<file path="src/rtl/pipeline_ctrl_pkg.sv">
// pipeline_ctrl_pkg: shared CPU control encodings and defaults
package pipeline_ctrl_pkg;
    localparam int RBITS_DEF = 5;
    localparam int CBITS_DEF = 32;
    localparam int DRAIN_LEN = 3;
    typedef enum logic [2:0] {IDLE, RUN, STEP, DRAIN, HALTED} state_t;
endpackage

</file>
<file path="src/rtl/pipeline_ctrl_hazard_detect.sv">
// hazard_detect: load-use comparison between the EX load and the ID sources
module hazard_detect
    import pipeline_ctrl_pkg::*;
#(
    parameter int RBITS = RBITS_DEF
) (
    input  logic             ex_memread,
    input  logic [RBITS-1:0] ex_rt,
    input  logic [RBITS-1:0] id_rs,
    input  logic [RBITS-1:0] id_rt,
    output logic             hazard
);
    always_comb hazard = ex_memread && (ex_rt != '0) && (ex_rt == id_rs || ex_rt == id_rt);
endmodule

</file>
<file path="src/rtl/pipeline_ctrl.sv">
// pipeline_ctrl: run/step/drain sequencing of pipeline enables and flushes with performance counters
module pipeline_ctrl
    import pipeline_ctrl_pkg::*;
#(
    parameter int RBITS = RBITS_DEF,
    parameter int CBITS = CBITS_DEF
) (
    input  logic             i_clk,
    input  logic             i_rst,
    input  logic             i_start,
    input  logic             i_mode,
    input  logic             i_step,
    input  logic [RBITS-1:0] ID_rs,
    input  logic [RBITS-1:0] ID_rt,
    input  logic [RBITS-1:0] EX_rt,
    input  logic             EX_memread,
    input  logic             EX_branch_taken,
    input  logic             ID_halt,
    output logic             o_pc_en,
    output logic             o_ifid_en,
    output logic             o_idex_en,
    output logic             o_exmem_en,
    output logic             o_memwb_en,
    output logic             o_ifid_flush,
    output logic             o_idex_flush,
    output logic             o_halted,
    output logic [CBITS-1:0] o_cycle_cnt,
    output logic [CBITS-1:0] o_stall_cnt
);
    state_t     state;
    logic [1:0] drain_cnt;
    logic       load_use, stall, halt_ok, active, drain;

    hazard_detect #(.RBITS(RBITS)) u_hazard (
        .ex_memread(EX_memread),
        .ex_rt(EX_rt),
        .id_rs(ID_rs),
        .id_rt(ID_rt),
        .hazard(load_use)
    );

    // a taken branch squashes both the stall and any HALT sitting in ID
    always_comb begin
        active = (state == RUN || state == STEP) && !i_rst;
        drain = state == DRAIN && !i_rst;
        stall = load_use && !EX_branch_taken;
        halt_ok = ID_halt && !load_use && !EX_branch_taken;
        o_pc_en = active && !stall && !halt_ok;
        o_ifid_en = active && !stall;
        o_idex_en = active || drain;
        o_exmem_en = active || drain;
        o_memwb_en = active || drain;
        o_ifid_flush = active && (EX_branch_taken || halt_ok);
        o_idex_flush = active && (EX_branch_taken || load_use);
        o_halted = state == HALTED && !i_rst;
    end

    always_ff @(posedge i_clk) begin
        if (i_rst) begin
            state <= IDLE;
            drain_cnt <= '0;
            o_cycle_cnt <= '0;
            o_stall_cnt <= '0;
        end else begin
            if ((active || drain) && !(&o_cycle_cnt)) o_cycle_cnt <= o_cycle_cnt + CBITS'(1);
            if (active && stall && !(&o_stall_cnt)) o_stall_cnt <= o_stall_cnt + CBITS'(1);
            case (state)
                IDLE: state <= (i_start && !i_mode) ? RUN : (i_step && i_mode) ? STEP : IDLE;
                RUN: state <= halt_ok ? DRAIN : RUN;
                STEP: state <= halt_ok ? DRAIN : IDLE;
                DRAIN: begin
                    drain_cnt <= (drain_cnt == 2'(DRAIN_LEN - 1)) ? 2'd0 : drain_cnt + 2'd1;
                    state <= (drain_cnt == 2'(DRAIN_LEN - 1)) ? HALTED : DRAIN;
                end
                HALTED: state <= HALTED;
                default: state <= IDLE;
            endcase
        end
    end
endmodule

</file>
<file path="config.mk">
export PLATFORM = sky130hd
export DESIGN_NAME = pipeline_ctrl
export DESIGN_NICKNAME = d
export VERILOG_FILES = /design/src/rtl/pipeline_ctrl_pkg.sv /design/src/rtl/pipeline_ctrl_hazard_detect.sv /design/src/rtl/pipeline_ctrl.sv
export SDC_FILE = /design/constraint.sdc
export NUM_CORES = 1
export LEC_CHECK = 0
export CELL_PAD_IN_SITES_DETAIL_PLACEMENT = 0
export CELL_PAD_IN_SITES_GLOBAL_PLACEMENT = 1
export CORE_MARGIN = 4
export CORE_UTILIZATION = 27
export CTS_CLUSTER_DIAMETER = 100
export DETAILED_ROUTE_END_ITERATION = 8
export HOLD_SLACK_MARGIN = 0.12
export PLACE_DENSITY = 0.62
export SYNTH_ARGS = -nofsm -noshare
export SYNTH_HDL_FRONTEND = slang
export SYNTH_SLANG_ARGS = --single-unit
</file>
<file path="constraint.sdc">
create_clock -name i_clk -period 3.4 [get_ports i_clk]
set_clock_uncertainty 0.2 [all_clocks]
set_input_delay 0.85 -clock i_clk [delete_from_list [all_inputs] [get_ports i_clk]]
set_output_delay 0.85 -clock i_clk [all_outputs]
set_load 0.01 [all_outputs]
</file>
==> out/metrics.csv, run 1 <==
metric;value;unit
drcViolationCount;0;
avgViaCountPerCell;4.863;
dieArea;15100;µm²
start_util;27.91;%
ys_ff_latch;69;
synth-compound-area-share;11.09;%
syn-instance-count;443;
dp_hpwl;7680;µm
setup.worst_path.end_class;output port;
seq_area_frac_synth;38.75;%
holdBufCountCts;0;
cts-buffers-inserted;9;
port_buffers;94;
setup.worst_path.start_class;primary input;
synth_area_leaders;dfxtp_1, xnor2_1, nor2_1;
p_leak;1.645;nW
h-tree-depth;3;
worstPathRequired;2.35;ns
stdcell_area;5154;µm²
final_layout_size_suffix_gt1_share;11.33;%
antenna_found_initial;0;
core;12770;µm²
dieWidth;122.9;µm
vias;3584;
clockBufferDepth;2;
ir_worst_vdd;221.0;µV
hold_ws;0.2819;ns
slew_headroom;61.19;%
async_reset_ff_share;0;%
synth_cell_type_count;49;
cts-root-buf;clkbuf_16;
yosys.area.top_type;dfxtp_1;
synth.area.mux_share;2.492;%
area_growth;44.58;%
n_antenna_cell;0;
fmax;300.3;MHz
clk_pin_slew_worst_paths;0.05;ns
critPathTopFamily;simple AND/OR/NAND/NOR gates;
cp_max_fo;3;
synth_edf_count;0;
status;completed;
slew_viol_final;0;
synth_warnings;0;
io_pins;95;
grt_pass1_vias;3446;
syn_area;3565;µm²
final_net_count;585;
powerDensity;348.3;nW/µm²
synth_top_area_share;38.75;%
period_minus_slack;3.330;ns
rsz0062_at_grt;false;
slowest_delay;0.56;ns
tightest_slew;0.5768;ns
grt_usage;14.46;%
clock_latency;0.33;ns
dr.first_iter.drc_count;154;
fin_crit_sh;97.94;%
synth_xor_area_share;9.828;%
min_path_type;reg -> reg;
ys.flop_type;dfxtp_1;
die_h;122.9;µm
setup_viol;0;
final_antenna_net_count;0;
path_cells;clkdlybuf4s15_1 -> or4_4 -> o21ai_4 -> nor3_2 -> or2_4 -> a21oi_2 -> buf_2;
wirelength;10400;µm
cp_slowest_cell;or4_4;
cap_violations;0;
first_pass_iters;4;
yosys.area_share.simple;33.42;%
p_total;1.795;mW
cts_num_sinks;69;
grt_pass1_wl;17150;µm
path_buf_inv;2;
row_count;41;
grt_max_degree;49;
gp_congestion;0.8067;
critPathKind;in -> out;
grt_overflow;0;
synth_top_family_by_area;simple AND/OR/NAND/NOR gates;
arrival;2.28;ns
post_dp_cell_area;4843;µm²
syn_nets;468;
cts_tree;built;
wl_per_cell;14.11;µm
avgSynthCellArea;8.047;µm²
synthAdderAreaFrac;0.7020;%
hold_viol;0;
==> what timing repair did <==
item,CTS,global route
setup endpoints to repair,4,3
setup buffers,2,1
hold endpoints to repair,0,0
pin swaps,8,7
resized for setup,29,7
==> synth_stat cells, types with 4 or more instances <==
| cell | number |
|---|---|
| nand3_1 | 27 |
| or3_1 | 20 |
| dfxtp_1 | 69 |
| a21oi_1 | 30 |
| or4_1 | 14 |
| nor2b_1 | 7 |
| nand4_1 | 12 |
| mux2_2 | 4 |
| nor3_1 | 22 |
| inv_1 | 12 |
| clkbuf_1 | 14 |
| and3_1 | 6 |
| o21ai_0 | 12 |
| xnor2_1 | 36 |
| xor2_1 | 4 |
| nor3b_1 | 4 |
| nand2_1 | 33 |
| o31ai_1 | 10 |
| nor2_1 | 54 |
| nor4_1 | 11 |
==> placed cells by master (no fill, tap or decap), types with 3 or more instances in the layout <==
cell             instances
clkdlybuf4s15_1          3
or4_1                   13
nor4_1                  11
nor2_1                  53
and3_1                   6
o31ai_1                  9
buf_2                    5
or3_1                   20
a311o_1                  3
mux2_1                   3
a21oi_1                 28
mux2_2                   4
xor2_1                   4
nand4_1                 12
dfxtp_1                 69
clkbuf_1                 5
clkbuf_16                9
inv_1                   12
nand3_1                 27
clkdlybuf4s50_1         83
xnor2_1                 36
o21ai_0                 12
nor3_1                  21
nand2b_1                 3
nand2_1                 33
nor3b_1                  4
buf_4                   31
nor2b_1                  7
==> state kept, by name (all words and copies together) (netlist names) <==
signal,flops
o_cycle_cnt,32
o_stall_cnt,32
drain_cnt,2
state,3
==> worst register-to-register path, delay by kind of cell, from the launching register on <==
kind / cells / cell delay [ns]
adder cells (fa/ha/maj): 1 / 0.22
flip-flops: 1 / 0.38
AND/OR/NAND/NOR: 4 / 1.41
AO/OA/AOI/OAI: 2 / 0.63
==> per-stage QoR <==
| step | cells | setup slack, ns | TNS [ns] | util [%] |
|---|---|---|---|---|
| 6_report | 737 | 0.07020 | 0 | 40.35 |
| 5_1_grt | 737 | 0.005888 | 0 | 40.35 |
| 4_1_cts | 736 | 0.009728 | 0 | 40.03 |
| 3_5_place_dp | 718 | -0.6917 | -4.483 | 37.92 |
| 3_3_place_gp | 718 | -0.6949 | -4.576 | 37.92 |
| 2_1_floorplan | 443 | 0.2253 | 0 | - |
==> logic make-up (layout without fill, tap and decap cells) <==
family | count (synthesis) | after routing
xor+xnor | 40 | 40
flops | 69 | 69
buf+inv | 31 | 153
mux | 8 | 8
fa+ha+maj | 2 | 2
compound gates | 66 | 66
simple gates | 227 | 227
==> cell type report <==
type | count | area (µm²)
clock buffers | 14 | 244.0
clock inverters | 2 | 10.01
fillers | 1273 | 7620
inverters | 12 | 45.04
multi-input cells | 343 | 2110
flip-flops and latches | 69 | 1381
well taps | 172 | 215.2
repair buffers | 125 | 1149
==> final timing paths <==
check,start,endpoint,slack [ns],cells after the start
max,EX_rt[4],o_pc_en,0.07,7
min,drain_cnt[0],drain_cnt[1],0.28,2
max reg2reg,o_stall_cnt[0],o_stall_cnt[14],0.48,7
min reg2reg,drain_cnt[0],drain_cnt[1],0.28,2
==> routing by layer <==
metal | up-vias | global-route usage, % | wire (µm)
met1 | 1686 | 17.97 | 4758
met3 | 6 | 5.398 | 486
met2 | 59 | 23.23 | 5020
met5 | - | 0 | 0
met4 | 0 | 4.619 | 133
li1 | 1833 | - | -
==> power by group <==
group          switching, mW  leakage (nW)  internal, mW
combinational         0.0770         0.964        0.0776
clock                  0.330         0.125         0.492
sequential           0.00524         0.556         0.813
(Power assumes the default switching activity.)
==> run 2, diff against run 1 <==
Settings changed: CORE_UTILIZATION 27 to 35, PLACE_DENSITY 0.62 to 0.78.
==> run 2 against run 1 <==
Net effect: hold slack better by 0.0045 ns; final area down 1.2%; via count rose by 1.0%; critical path type unchanged; largest cell class unchanged; largest power group is now sequential cells.
==> out/metrics.csv, run 2 (synthesis results as in run 1) <==
metric;value;unit;change
status;completed;;
final_layout_size_suffix_gt1_share;12.81;%;+1.5 points
p_total;1.716;mW;-4.4%
grt_usage;17.48;%;+3.0 points
hold_ws;0.2864;ns;+0.004473 ns
worstPathRequired;2.35;ns;about the same
setup_ws;0.01573;ns;-0.05446 ns
critPathKind;in -> out;;
area_growth;42.86;%;
cts_tree;built;;
final_common_cell;clkdlybuf4s50_1;;
final_net_count;582;;-0.51%
fin_crit_sh;99.54;%;+1.6 points
wirelength;10180;µm;-2.1%
fillers;941;;-26%
n_antenna_cell;0;;unchanged
p_leak;1.721;nW;+4.6%
cp_max_fo;2;;-1
fmax;295.5;MHz;-1.6%
min_path_type;reg -> reg;;
port_buffers;94;;unchanged
dieArea;11860;µm²;-21%
hold_viol;0;;unchanged
powerDensity;336.9;nW/µm²;-3.3%
cts-root-buf;clkbuf_8;;
mostFrequentLayoutCells;clkdlybuf4s50_1, dfxtp_1, nor2_1;;
grt_pass1_vias;3441;;-0.15%
period_minus_slack;3.384;ns;+0.05446 ns
setup_viol;0;;unchanged
met1_usage;21.80;%;+3.8 points
setup.worst_path.start_class;primary input;;
use_met3;4.914;%;-0.48 points
clock_latency;0.35;ns;+0.02 ns
cts_num_sinks;69;;unchanged
ir_worst_vdd;183.5;µV;-17%
setup.worst_path.end_class;output port;;
top_regs;o_cycle_cnt (32), o_stall_cnt (32), state (3);;
avgViaCountPerCell;5.209;;+7.1%
tightest_slew;0.6919;ns;+0.1152 ns
drcViolationCount;0;;unchanged
antenna_found_initial;0;;unchanged
start_util;36.14;%;+8.2 points
gp_congestion;0.8132;;+0.81%
dieWidth;108.9;µm;-11%
pre_cts_ws;-0.7106;ns;-0.01895 ns
dr.first_iter.drc_count;119;;-23%
wl_per_cell;14.65;µm;+3.8%
final_antenna_net_count;0;;unchanged
first_pass_iters;4;;unchanged
die_h;108.9;µm;-11%
dp_hpwl;7155;µm;-6.8%
grt_overflow;0;;unchanged
io_pins;95;;unchanged
slew_headroom;53.87;%;-7.3 points
h-tree-depth;3;;unchanged
cap_violations;0;;unchanged
cts-buffers-inserted;9;;unchanged
grt_pass1_wl;16640;µm;-3.0%
arrival;2.33;ns;+0.05 ns
top_usage_layer;met2;;
grt_max_degree;60;;+22%
met2_usage;29.17;%;+5.9 points
row_count;36;;-12%
holdBufCountCts;0;;unchanged
vias;3620;;+1.0%
rsz0062_at_grt;true;;
slew_viol_final;0;;unchanged
clockBufferDepth;2;;unchanged
clk_pin_slew_worst_paths;0.07;ns;+0.02 ns
core;9864;µm²;-23%
[run 2: cell count changes in the layout (fill, tap and decap cells not counted), sizes merged]
cell | before | now
clkdlybuf4s50 | 83 | 74
dlymetal6s2s | 1 | 10
buf | 36 | 32
clkdlybuf4s15 | 3 | 0
bufinv | 0 | 2
clkinv | 2 | 4
clkbuf | 14 | 13
dlygate4sd2 | 2 | 3
[run 2: critical path: stages]
cell           delay [ns]
dlygate4sd2_1        0.25
buf_4                0.15
xnor2_2              0.17
nand3_2              0.12
o22ai_2              0.26
a21oi_2              0.11
buf_4                0.15
a21oi_2              0.13
buf_2                0.15
[run 2: path summary, 6_finish.rpt]
path | end | slack, ns | cells past startpoint | startpoint
setup / recovery | o_pc_en | 0.02 | 9 | EX_rt[4]
hold / removal | drain_cnt[1] | 0.29 | 2 | drain_cnt[0]
hold reg to reg | drain_cnt[1] | 0.29 | 2 | drain_cnt[0]
setup reg to reg | o_cycle_cnt[5] | 0.44 | 8 | o_cycle_cnt[0]
[run 2: what timing repair did]
item / CTS / global route
pin swaps: 8 / 16
endpoints found under the setup margin: 4 / 9
gates resized for setup: 30 / 21
setup buffers: 2 / 0
[run 2: layout make-up]
class                           instances  area [µm²]  share of cell area, %
Inverter                               12       45.04                 0.8845
Multi-Input combinational cell        343        2141                  42.04
Sequential cell                        69        1381                  27.13
Timing Repair Buffer                  122        1144                  22.46
Tap cell                              133       166.4                  3.268
Clock buffer                           10       127.6                  2.506
Clock inverter                          6       87.58                  1.720
[run 2: where the power goes]
group	internal, mW	switching [mW]
Sequential	0.812	0.00541
Clock	0.413	0.327
Combinational	0.0759	0.0827
Total	1.30	0.415
[run 2: routing by layer]
metal | vias up | wire length (µm)
met2 | 89 | 4935
met1 | 1700 | 4525
li1 | 1816 | -
met3 | 15 | 589
met5 | - | 0
met4 | 0 | 131
[run 2: stage by stage]
stage                     TNS (ns)  area, µm²  cells  util (%)
final                            0       5092    695     51.62
after floorplan                  0       3565    443         -
after global routing      -0.01182       5092    695     51.62
after CTS                        0       5039    695     51.08
after detailed placement    -3.480       4780    677     48.45
after global placement      -2.995       4780    677     48.45
